**config.mk**
```make
export PLATFORM = sky130hd
export DESIGN_NAME = apb_req_arbiter
export DESIGN_NICKNAME = d
export VERILOG_FILES = /design/src/rtl/apb_req_arbiter.sv
export SDC_FILE = /design/constraint.sdc
export NUM_CORES = 1
export LEC_CHECK = 0
export BUFFER_PORTS_ARGS = -buffer_cell sky130_fd_sc_hd__buf_4
export CAP_MARGIN = 20
export CORE_MARGIN = 5
export CORE_UTILIZATION = 40
export CTS_CLUSTER_DIAMETER = 200
export DETAILED_ROUTE_END_ITERATION = 7
export PLACE_DENSITY_LB_ADDON = 0.25
export SKIP_CTS_REPAIR_TIMING = 1
export SKIP_LAST_GASP = 1
export SLEW_MARGIN = 20
export SYNTH_ARGS = -nofsm -noshare
export SYNTH_HDL_FRONTEND = slang
export SYNTH_SLANG_ARGS = --single-unit
```
**constraint.sdc**
```tcl
create_clock -name PCLK -period 1.5 [get_ports PCLK]
set_input_delay 0.15 -clock PCLK [delete_from_list [all_inputs] [get_ports PCLK]]
set_output_delay 0.15 -clock PCLK [all_outputs]
set_load 0.03 [all_outputs]
```
**src/rtl/apb_req_arbiter.sv**
```systemverilog
// Round-robin APB master shared by two requesters; grant, SETUP, ACCESS, then a one-cycle rsp pulse.
// Minimum 3 cycles per transfer; requesters are held off via req_ready, ACCESS bounded by TIMEOUT.
module apb_req_arbiter #(
    parameter int WIDTH   = 8,
    parameter int TIMEOUT = 16
) (
    input  logic               PCLK,
    input  logic               PRESET_N,
    input  logic [1:0]         req_valid,
    output logic [1:0]         req_ready,
    input  logic [1:0]         req_write,
    input  logic [2*WIDTH-1:0] req_addr,
    input  logic [2*WIDTH-1:0] req_wdata,
    output logic [1:0]         rsp_valid,
    output logic [WIDTH-1:0]   rsp_rdata,
    output logic               rsp_err,
    output logic               busy,
    output logic               PSEL,
    output logic               PENABLE,
    output logic               PWRITE,
    output logic [WIDTH-1:0]   PADDR,
    output logic [WIDTH-1:0]   PWDATA,
    input  logic [WIDTH-1:0]   PRDATA,
    input  logic               PREADY,
    input  logic               PSLVERR
);
    localparam int CW = (TIMEOUT > 1) ? $clog2(TIMEOUT) : 1;
    localparam logic [CW-1:0] CNT_LAST = CW'(TIMEOUT - 1);

    typedef enum logic [1:0] {
        IDLE   = 2'd0,
        SETUP  = 2'd1,
        ACCESS = 2'd2
    } state_t;

    state_t          state;
    logic            last_grant;
    logic            grant;
    logic [CW-1:0]   cnt;
    logic            any_req;
    logic            win;
    logic            timed_out;

    // With both requesting, the one that did not win last time goes next.
    always_comb begin
        any_req   = |req_valid;
        win       = req_valid[1] & (~req_valid[0] | ~last_grant);
        req_ready = 2'b00;
        if (state == IDLE && any_req) begin
            req_ready[win] = 1'b1;
        end
    end

    // cnt counts completed wait cycles, so it equals TIMEOUT-1 on the last allowed ACCESS cycle.
    assign timed_out = (TIMEOUT != 0) && !PREADY && (cnt == CNT_LAST);

    always_ff @(posedge PCLK or negedge PRESET_N) begin
        if (!PRESET_N) begin
            state      <= IDLE;
            last_grant <= 1'b1;
            grant      <= 1'b0;
            cnt        <= '0;
            PSEL       <= 1'b0;
            PENABLE    <= 1'b0;
            PWRITE     <= 1'b0;
            PADDR      <= '0;
            PWDATA     <= '0;
            rsp_valid  <= 2'b00;
            rsp_rdata  <= '0;
            rsp_err    <= 1'b0;
            busy       <= 1'b0;
        end else begin
            rsp_valid <= 2'b00;
            rsp_rdata <= '0;
            rsp_err   <= 1'b0;
            case (state)
                IDLE: begin
                    if (any_req) begin
                        grant      <= win;
                        last_grant <= win;
                        PWRITE     <= req_write[win];
                        PADDR      <= win ? req_addr[2*WIDTH-1:WIDTH]  : req_addr[WIDTH-1:0];
                        PWDATA     <= win ? req_wdata[2*WIDTH-1:WIDTH] : req_wdata[WIDTH-1:0];
                        PSEL       <= 1'b1;
                        busy       <= 1'b1;
                        cnt        <= '0;
                        state      <= SETUP;
                    end
                end
                SETUP: begin
                    PENABLE <= 1'b1;
                    state   <= ACCESS;
                end
                ACCESS: begin
                    if (PREADY || timed_out) begin
                        state     <= IDLE;
                        PSEL      <= 1'b0;
                        PENABLE   <= 1'b0;
                        busy      <= 1'b0;
                        rsp_valid <= grant ? 2'b10 : 2'b01;
                        rsp_err   <= !PREADY || PSLVERR;
                        rsp_rdata <= (PREADY && !PWRITE && !PSLVERR) ? PRDATA : '0;
                    end else begin
                        cnt <= cnt + 1'b1;
                    end
                end
                default: state <= IDLE;
            endcase
        end
    end
endmodule

```
Yosys cells after proc, flatten, opt, wreduce, memory -nomap -nowiden:

Index checks and enable logic that the tools add are counted.

* output and inout bits: 33
* flip-flop bits (word level): 38

* bitwise logic cells: 4
* equal/unequal tests: 6
* reductions and logical operators: 19
* muxes and demuxes: 25
* $add $sub $neg: 1
* magnitude comparators: 2

Operator list (number)
* 8-bit two-way mux: 5
* 2-bit two-way mux: 6
* 4-bit two-way mux: 2
* 4-bit case mux with 2 select lines: 1
* 1-bit two-way mux: 7
* 2-bit inequality test (second input constant): 3
* 2-bit case mux with 3 select lines: 1
* 2-bit AND reduction: 3
* 3-bit AND reduction: 2
* 1-bit logical AND: 5
* 4-bit by 1-bit adder with 4-bit output (second input constant): 1
* 4-bit equality test (second input constant): 1
* 1-bit case mux with 2 select lines: 2
* 2-bit nonzero test: 2
* 1-bit zero test: 3
* 2-bit by 1-bit equality test with 1-bit output (second input constant): 1
* 2-bit equality test (second input constant): 1
* 2-bit zero test: 1
* 1-bit logical OR: 2
* 1-bit by 2-bit less-than comparator with 1-bit output (second input constant): 1
* 1-bit NOT: 2
* 2-bit OR reduction: 1
* 1-bit AND: 1
* 1-bit demux with 1-bit select: 1
* other kinds (2): 2

Longest topological paths before layout:

Gate-level depths: netlist of run 1.

* word-level depth: 8
* depth in mapped cells: 6
* depth with buffers taken out: 4

Worst setup path before layout of run 1:

No wires, ideal clock.

* path type: reg-to-reg
* start point: reg state[1]
* end point: reg grant
* period minus slack after synthesis: 1.394 ns
* arrival time: 1.329 ns
* path slack: 0.106 ns
* stages on the path, launching flop included: 6
* data required time: 1.435 ns
* buffers on the path: 2
* path through: dfrtp_1 > nor2_1 > buf_2 > clkbuf_1 > and2_1 > a21o_1

* longest elaborated chain between the ends: 2

Ends and longest elaborated chain
* start: declaration: RTL line 36 `state_t state;`
* start signal: assignment: RTL line 59 `state <= IDLE;`
* start signal: assignment: RTL line 87 `state <= SETUP;`
* start signal: assignment: RTL line 92 `state <= ACCESS;`
* 2-bit zero test: RTL line 76 `case (state)`
* 2-bit AND reduction (no line)
* end signal: assignment: RTL line 79 `grant <= win;`
* end: declaration: RTL line 38 `logic grant;`

Every way passes these cells.
A chain may end at the register's enable or synchronous reset.

Worst setup path in the final report of run 1:

* start point: reg last_grant
* end point: out req_ready[0]

* longest elaborated chain between the ends: 8

Ends and longest elaborated chain
* start: declaration: RTL line 37 `logic last_grant;`
* start signal: assignment: RTL line 80 `last_grant <= win;`
* 1-bit NOT (*): RTL line 47 `win = req_valid[1] & (~req_valid[0] | ~last_grant);`
* 1-bit bitwise OR (*): RTL line 47
* 1-bit AND (*): RTL line 47
* 1-bit by 2-bit less-than comparator with 1-bit output (not written as such) or 1-bit greater-or-equal comparator (tied branches): RTL line 50 `req_ready[win] = 1'b1;`
* 1-bit logical AND (not written as such): RTL line 50
* 1-bit two-way mux (not written as such): RTL line 50
* 1-bit demux with 1-bit select (*): RTL line 50
* 2-bit two-way mux (*): RTL line 49 `if (state == IDLE && any_req) begin`
* end: declaration: RTL line 10 `output logic [1:0] req_ready,`

Every way passes the cells marked *; elsewhere a longest branch is shown, timed or not.

==> flow_summary.json, run 1 <==
{
  "status": "finished with violations",
  "violations": "negative setup slack",
  "p_sw_mw": 1.83,
  "layout_min_cycle_time_ns": 1.52,
  "drcViolationCount": 0,
  "p_seq_share_pct": 35.9,
  "grt_pass1_wl_um": 7090,
  "max_freq_ghz": 0.657,
  "num_antenna_cells": 0,
  "gp_congestion": 0.741,
  "finClkSkew_ns": 0.00697,
  "r2r_setup_slack_ns": 0.09,
  "rsz0062_at_grt": "yes",
  "drv_cap": 0,
  "antenna_found_initial": 0,
  "synth_area_per_cell_um2": 12.2,
  "avgRoutedWirePerCell_um": 16.2,
  "vdd_drop_max_uv": 900,
  "syn-cell-area_um2": 1600,
  "start_util_pct": 40.5,
  "tns_ns": -0.0215,
  "worstReg2RegEnd": "PSEL",
  "instances_no_fill": 272,
  "vias": 1434,
  "final_common_cell": "buf_4",
  "setup_viol": 1,
  "setup_ws_ns": -0.0215,
  "clkPwrFrac_pct": 14.5,
  "crit_type": "reg2out",
  "die-area_um2": 5350,
  "pwr_density_cell_nw_per_um2": 1890,
  "io_pins": 81,
  "port-buffer-count": 80,
  "viasPerCell": 5.27,
  "overflow": 0,
  "finalHoldViolations": 0,
  "worstMarginPinSlew_ns": 0.502,
  "r2r_cells": 5,
  "critPathMaxFanout": 3,
  "ys_warn_count": 0,
  "ant_nets": 0,
  "grt_max_degree": 39,
  "swShare_pct": 40.0,
  "cts_buffers": 5,
  "final_nets": 270,
  "dr.pass1.iters": 5,
  "drt_iter0_drc": 75,
  "clockBufferDepth": 2,
  "die_width_um": 73.2,
  "hold_path_end": "rsp_rdata[2]",
  "cts_sinks": 38,
  "drt-total-wl_um": 4400,
  "synth_cells": 131,
  "clock_latency_ns": 0.28,
  "intPower_mw": 2.74,
  "hp-class": "in2reg",
  "crit_path_start_kind": "flip-flop",
  "ys_seq_elements": 38,
  "h-tree-depth": 2,
  "dp.cells": 260,
  "ys_seq_area_share_pct": 59.7,
  "fp.dieH_um": 73.2,
  "grt_pass1_vias": 1477,
  "p_leak_nw": 1.30,
  "r2r_start": "cnt[0]",
  "hold_start": "PRDATA[2]",
  "timing.critical_path.to_type": "primary output",
  "yosysUniqueCellTypes": 30,
  "fin_util_pct": 61.4,
  "power.combinational.fraction_pct": 49.6,
  "period_share_pct": 101,
  "cts_tree": "yes",
  "core_area_um2": 3940,
  "crit_arrival_ns": 1.37,
  "slew_viol_final": 0,
  "hold_depth": 2,
  "cts_root_buffer": "clkbuf_8",
  "required_ns": 1.35,
  "syn-num-nets": 180,
  "final_cell_mix": "buf_4 (87), dfrtp_1 (35), and3_1 (18)",
  "drive_above_1_share_pct": 49.1,
  "rows": 23,
  "syn2layout_area_growth_pct": 51.8,
  "grtUsageTotal_pct": 17.2,
  "slew_headroom_pct": 66.5,
  "dpl.hpwl_um": 3340,
  "path_clk_slew_ns": 0.07
}
-- cells in the mapped netlist, drive strengths merged --
cell type / n / share of area [%]
and2: 9 / 3.5
nor2b: 2 / 0.78
ha: 1 / 0.78
dfstp: 1 / 1.6
inv: 3 / 0.71
a21oi: 2 / 0.63
nand2b: 1 / 0.39
nand3: 5 / 1.6
dfrtp: 37 / 58
nand2: 3 / 0.71
a21boi: 1 / 0.71
o221ai: 3 / 1.6
buf: 6 / 2.8
o21ai: 3 / 0.94
and3: 19 / 7.5
nor2: 4 / 0.94
and4b: 1 / 0.63
nor3b: 1 / 0.47
o21a: 1 / 0.47
clkbuf: 2 / 0.47
a21o: 4 / 1.9
or2: 1 / 0.39
nor3: 2 / 0.63
a221o: 17 / 11
or3: 1 / 0.39
or3b: 1 / 0.71
-- metal layers --
metal	global-route usage, %	up-vias	wire length, um
li1	-	666	-
met1	20.3	694	1670
met2	28.7	65	2210
met3	7.58	9	450
met4	4.30	0	63
met5	0	-	0
-- registers in the layout, summed over array words and instances, names as in the netlist --
signal,flops
PADDR,8
PENABLE,1
PSEL,1
PWDATA,8
PWRITE,1
cnt,4
grant,1
last_grant,1
rsp_err,1
rsp_rdata,8
rsp_valid,2
state,2
-- area by class of cell --
class / count / area [um2]
clock buffer: 6 / 72.6
clock inverter: 2 / 10.0
fill: 329 / 1520
inverter: 3 / 11.3
multi-input combinational: 82 / 613
sequential: 38 / 955
tap: 50 / 62.6
timing repair buffer: 91 / 697
-- through the flow --
step	power (mW)	hold WS, ns	setup slack [ns]	cell area (um2)
CTS	4.50	-0.172	-0.269	2340
floorplan	2.96	-0.146	0.106	1600
detailed placement	3.82	0.148	0.00850	2260
finish	4.57	0.0696	-0.0215	2420
global route	4.87	0.0597	-0.0762	2420
global placement	3.75	0.133	0.107	2260
-- worst max-delay path by stage --
stage	start	endpoint	slack, ns	depth (start not counted)
floorplan	state[1]	grant	0.11	5
global placement	last_grant	req_ready[1]	0.11	3
detailed placement	cnt[0]	PENABLE	0.009	5
CTS	last_grant	req_ready[1]	-0.27	3
global route	last_grant	req_ready[0]	-0.08	4
finish	last_grant	req_ready[0]	-0.02	4
-- logic make-up after synthesis --
family	share of synthesized area, %
fa+ha+maj	0.784
simple gates	18.6
flops	59.7
buf+inv	4.00
compound gates	16.9
-- power by group through the flow --
stage	sequential [mW]	combinational (mW)	clock [mW]
2_1_floorplan	2.12	0.842	0
3_3_place_gp	1.63	2.13	0
3_5_place_dp	1.62	2.20	0
4_1_cts	1.62	2.19	0.691
5_1_grt	1.69	2.43	0.743
6_report	1.64	2.27	0.662
-- worst max-delay path: stages (launching register included) --
cell	delay (ns)
dfstp_2	0.56
nand2b_4	0.12
and3_4	0.18
buf_6	0.10
buf_6	0.12
(Power assumes the default switching activity.)
==> run 2, diff against run 1 <==
Settings changed: CORE_MARGIN 5 to 4, SKIP_LAST_GASP 1 to default.
Clock period 1.5 ns to 1.9 ns, I/O delays scaled along.
==> run 2 against run 1 <==
Effect of this change: the run now ends clean; count of clock-buffer cells in the layout unchanged; critical path depth increased by 1; design area decreased by 0.57%; global-route usage increased by 0.23 points; first-iteration DRC count decreased by 27%; sequential cell count unchanged; clock skew decreased by 0.00085 ns; wire length decreased by 3.7%; register-to-register slack improved by 0.21 ns; combinational power decreased by 25%; via count decreased by 1.7%; critical endpoint unchanged.
==> flow_summary.json, run 2 (synthesis results as in run 1) <==
{
  "drv_cap": 0,
  "final_nets": 265,
  "critical_path.most_common_cell": "buf_4",
  "num_antenna_cells": 0,
  "start_util_pct": 42.6,
  "die_width_um": 71.2,
  "slew_headroom_pct": 60.1,
  "fin_util_pct": 64.3,
  "drive_above_1_share_pct": 45.6,
  "hold_start": "PRDATA[1]",
  "fp.dieH_um": 71.2,
  "cts_tree": "yes",
  "slew_viol_final": 0,
  "slowest_stage": "dfrtp_1",
  "dpl.hpwl_um": 3290,
  "timing.critical_path.to_type": "primary output",
  "layout_min_cycle_time_ns": 1.78,
  "core_area_um2": 3740,
  "r2r_start": "cnt[0]",
  "gp_congestion": 0.754,
  "cts_root_buffer": "clkbuf_8",
  "final_cell_mix": "buf_4 (84), dfrtp_1 (37), and3_1 (19)",
  "pwr_density_cell_nw_per_um2": 1590,
  "antenna_found_initial": 0,
  "drt-total-wl_um": 4230,
  "syn2layout_area_growth_pct": 50.9,
  "clock_latency_ns": 0.29,
  "cts_buffers": 5,
  "grt_max_degree": 39,
  "cts_sinks": 38,
  "period_share_pct": 93.5,
  "setup_viol": 0,
  "worstReg2RegEnd": "PENABLE",
  "clockBufferDepth": 2,
  "ant_nets": 0,
  "p_leak_nw": 1.29,
  "hp-class": "in2reg",
  "hold_depth": 2,
  "crit_path_start": "state[1]",
  "crit_chain": "nor2_2 > buf_4 > and3_1 > buf_6 > buf_4",
  "vias": 1409,
  "worstMarginPinSlew_ns": 0.594,
  "viasPerCell": 5.32,
  "rows": 22,
  "max_freq_ghz": 0.563,
  "io_pins": 81,
  "crit_path_start_kind": "flip-flop",
  "tns_ns": 0,
  "h-tree-depth": 2,
  "grt_pass1_wl_um": 7030,
  "required_ns": 1.71,
  "die-area_um2": 5060,
  "rsz0062_at_grt": "no",
  "crit_arrival_ns": 1.59,
  "final_common_cell": "buf_4",
  "hold_path_end": "rsp_rdata[1]",
  "critPathMaxStageDelay_ns": 0.43,
  "finalHoldViolations": 0,
  "reg_top3": "PADDR: 8 flops, PWDATA: 8 flops, rsp_rdata: 8 flops",
  "finClkSkew_ns": 0.00612,
  "critPathMaxFanout": 18,
  "r2r_setup_slack_ns": 0.30,
  "crit_type": "reg2out",
  "port-buffer-count": 80,
  "drt_iter0_drc": 55,
  "status": "finished clean",
  "overflow": 0,
  "grtUsageTotal_pct": 17.5,
  "drcViolationCount": 0,
  "dr.pass1.iters": 4,
  "avgRoutedWirePerCell_um": 16.0,
  "r2r_cells": 4,
  "path_clk_slew_ns": 0.08,
  "vdd_drop_max_uv": 950,
  "grt_pass1_vias": 1525
}
## run 2: changes by cell type in the layout (fill, tap and decap cells not counted), sizes merged
cell,previous run,this run
buf,90,85
clkinv,2,0
bufinv,0,2
## run 2: area by class of cell
| type | count | area, um2 |
|---|---|---|
| fill | 305 | 1340 |
| sequential | 38 | 952 |
| timing repair buffer | 86 | 652 |
| multi-input combinational | 82 | 589 |
| clock buffer | 6 | 82.6 |
| clock inverter | 2 | 60.1 |
| tap | 48 | 60.1 |
| inverter | 3 | 11.3 |
## run 2: power breakdown
group          total [mW]  switching [mW]  internal [mW]
sequential           1.29           0.200           1.09
clock               0.844           0.284          0.560
combinational        1.70           0.950          0.748
## run 2: worst max path at each step
stage	endpoint	depth (start not counted)
final	req_ready[0]	5
after global routing	req_ready[0]	5
after CTS	req_ready[0]	5
after detailed placement	PENABLE	4
after global placement	PENABLE	4
after floorplan	req_ready[1]	4
## run 2: worst max-delay path, delay by kind of cell (launching register included)
kind	cells	cell delay (ns)
buffers and inverters	3	0.53
DFF	1	0.43
and+or+nand+nor	2	0.33
## run 2: per-stage QoR
stage	area [um2]	instances	power (mW)	hold slack (ns)	setup slack [ns]
2_1_floorplan	1600	131	2.34	-0.106	0.499
3_3_place_gp	2240	256	2.94	0.172	0.321
3_5_place_dp	2240	256	3.00	0.183	0.299
4_1_cts	2380	264	3.85	-0.134	0.0379
5_1_grt	2410	265	4.05	0.0978	0.0100
6_report	2410	265	3.83	0.108	0.124
## run 2: per-layer routing
layer | global-route usage [%] | vias to the layer above | routed length [um]
met5 | 0 | - | 0
met4 | 6.47 | 0 | 84
met3 | 5.26 | 9 | 390
met2 | 28.5 | 67 | 2070
met1 | 21.8 | 674 | 1690
li1 | - | 659 | -
==> run 3, diff against run 2 <==
Clock period 1.9 ns to 2.3 ns, I/O delays scaled along.
==> run 3 against run 2 <==
Effect of this change: wire length is 6.0% lower; cell count decreased by 0.38%; global-route usage decreased by 0.62 points; design area down 2.4%; non-clock buffer count is 1 lower; via count is 2.5% lower; count of clock-buffer cells in the layout grew 1; register-to-register slack improved by 0.32 ns; core utilization shrank 1.5 points; sequential power fell by 18%.
==> flow_summary.json, run 3 (synthesis results as in run 1) <==
{
  "fill_cells": 335,
  "required_ns": 2.07,
  "crit_type": "reg2out",
  "core_area_um2": 3740,
  "grtUsageTotal_pct": 16.8,
  "crit_chain": "nor2_1 > and3_1 > buf_4 > buf_4",
  "overflow": 0,
  "dr.pass1.iters": 4,
  "rsz0062_at_grt": "no",
  "r2r_cells": 4,
  "ant_nets": 0,
  "setup_viol": 0,
  "drcViolationCount": 0,
  "cp_top_family": "simple AND/OR/NAND/NOR gates",
  "start_util_pct": 42.6,
  "post_dp_cell_area_um2": 2230,
  "slew_viol_final": 0,
  "cts_buffers": 5,
  "fin_area_um2": 2350,
  "drt-total-wl_um": 3980,
  "vias": 1374,
  "critical_path.most_common_cell": "buf_4",
  "critPathMaxStageDelay_ns": 0.44,
  "worstMarginPinSlew_ns": 0.609,
  "holdWs_ns": 0.150,
  "status": "finished clean",
  "finClkSkew_ns": 0.00546,
  "h-tree-depth": 2,
  "layout_min_cycle_time_ns": 2.03,
  "viasPerCell": 5.20,
  "io_pins": 81,
  "hp-class": "in2reg",
  "die-area_um2": 5060,
  "clockBufferDepth": 2,
  "drt_iter0_drc": 55,
  "drv_cap": 0,
  "slowest_stage": "nor2_1",
  "fp.dieH_um": 71.2,
  "num_antenna_cells": 0,
  "drive_above_1_share_pct": 44.0,
  "cts_root_buffer": "clkbuf_8",
  "timing.critical_path.to_type": "primary output",
  "crit_path_start_kind": "flip-flop",
  "finalHoldViolations": 0,
  "hold_depth": 2,
  "critPathMaxFanout": 18,
  "rows": 22,
  "crit_cells": 4,
  "clock_latency_ns": 0.29,
  "cts_tree": "yes",
  "final_nets": 264,
  "vdd_drop_max_uv": 671,
  "reg_top3": "PADDR: 8 flops, PWDATA: 8 flops, rsp_rdata: 8 flops",
  "antenna_found_initial": 0,
  "tns_ns": 0,
  "cts_sinks": 38,
  "final_common_cell": "buf_4",
  "syn2layout_area_growth_pct": 47.3,
  "crit_buf_inv": 2,
  "grt_max_degree": 39,
  "die_width_um": 71.2,
  "p_leak_nw": 1.26,
  "avgRoutedWirePerCell_um": 15.1,
  "pwr_density_cell_nw_per_um2": 1260,
  "grt_pass1_vias": 1434,
  "final_cell_mix": "buf_4 (84), dfrtp_1 (37), and3_1 (19)",
  "slew_headroom_pct": 59.0,
  "gp_congestion": 0.743,
  "period_share_pct": 88.1,
  "path_clk_slew_ns": 0.07,
  "dpl.hpwl_um": 3000,
  "grt_pass1_wl_um": 6710,
  "crit_arrival_ns": 1.80,
  "port-buffer-count": 80,
  "max_freq_ghz": 0.494
}
-- run 3: cell types whose count changed in the layout (fill, tap and decap cells not counted) --
cell | previous run | this run
clkbuf_8 | 6 | 5
buf_6 | 1 | 0
a21boi_2 | 0 | 1
bufinv_16 | 2 | 1
nor2_1 | 3 | 4
nor2_2 | 1 | 0
clkbuf_1 | 0 | 2
a21boi_4 | 1 | 0
-- run 3: layer usage --
layer | part of all wire (%) | wire length, um | track usage [%] | vias up
met3 | 9.0 | 359 | 6.39 | 8
met2 | 47 | 1890 | 26.3 | 65
met4 | 1.6 | 62 | 5.43 | 0
met5 | 0 | 0 | 0 | -
met1 | 42 | 1670 | 21.5 | 646
li1 | - | - | - | 655
-- run 3: report_power, final --
group / total (mW) / switching [mW] / internal [mW]
logic: 1.37 / 0.769 / 0.597
registers: 1.06 / 0.156 / 0.903
clock network: 0.540 / 0.216 / 0.324
-- run 3: worst register-to-register path: stages (launching register included) --
cell,delay [ns]
dfrtp_1,0.42
ha_1,0.26
and3_1,0.25
o21ai_0,0.51
a21o_1,0.20
-- run 3: path summary, 6_finish.rpt --
check	from	endpoint	slack [ns]
max	state[0]	req_ready[0]	0.27
min	PRDATA[5]	rsp_rdata[5]	0.15
max reg2reg	cnt[0]	PSEL	0.62
min reg2reg	grant	rsp_valid[0]	0.45
max in group asynchronous	PRESET_N	last_grant	1.51
min in group asynchronous	PRESET_N	PENABLE	0.44
-- run 3: area by class of cell --
type	instances	area (um2)	area share [%]
Tap cell	48	60.1	2.56
Sequential cell	38	952	40.5
Inverter	3	11.3	0.479
Clock buffer	7	76.3	3.25
Timing Repair Buffer	85	641	27.3
Clock inverter	1	30.0	1.28
Multi-Input combinational cell	82	579	24.7
-- run 3: through the flow --
step           power (mW)  instances  util (%)  worst slack [ns]
2_1_floorplan        1.93        131         -             0.859
3_3_place_gp         2.42        255      59.7             0.634
3_5_place_dp         2.45        255      59.7             0.590
4_1_cts              2.99        263      62.5             0.267
5_1_grt              3.15        264      62.8             0.117
6_report             2.96        264      62.8             0.274
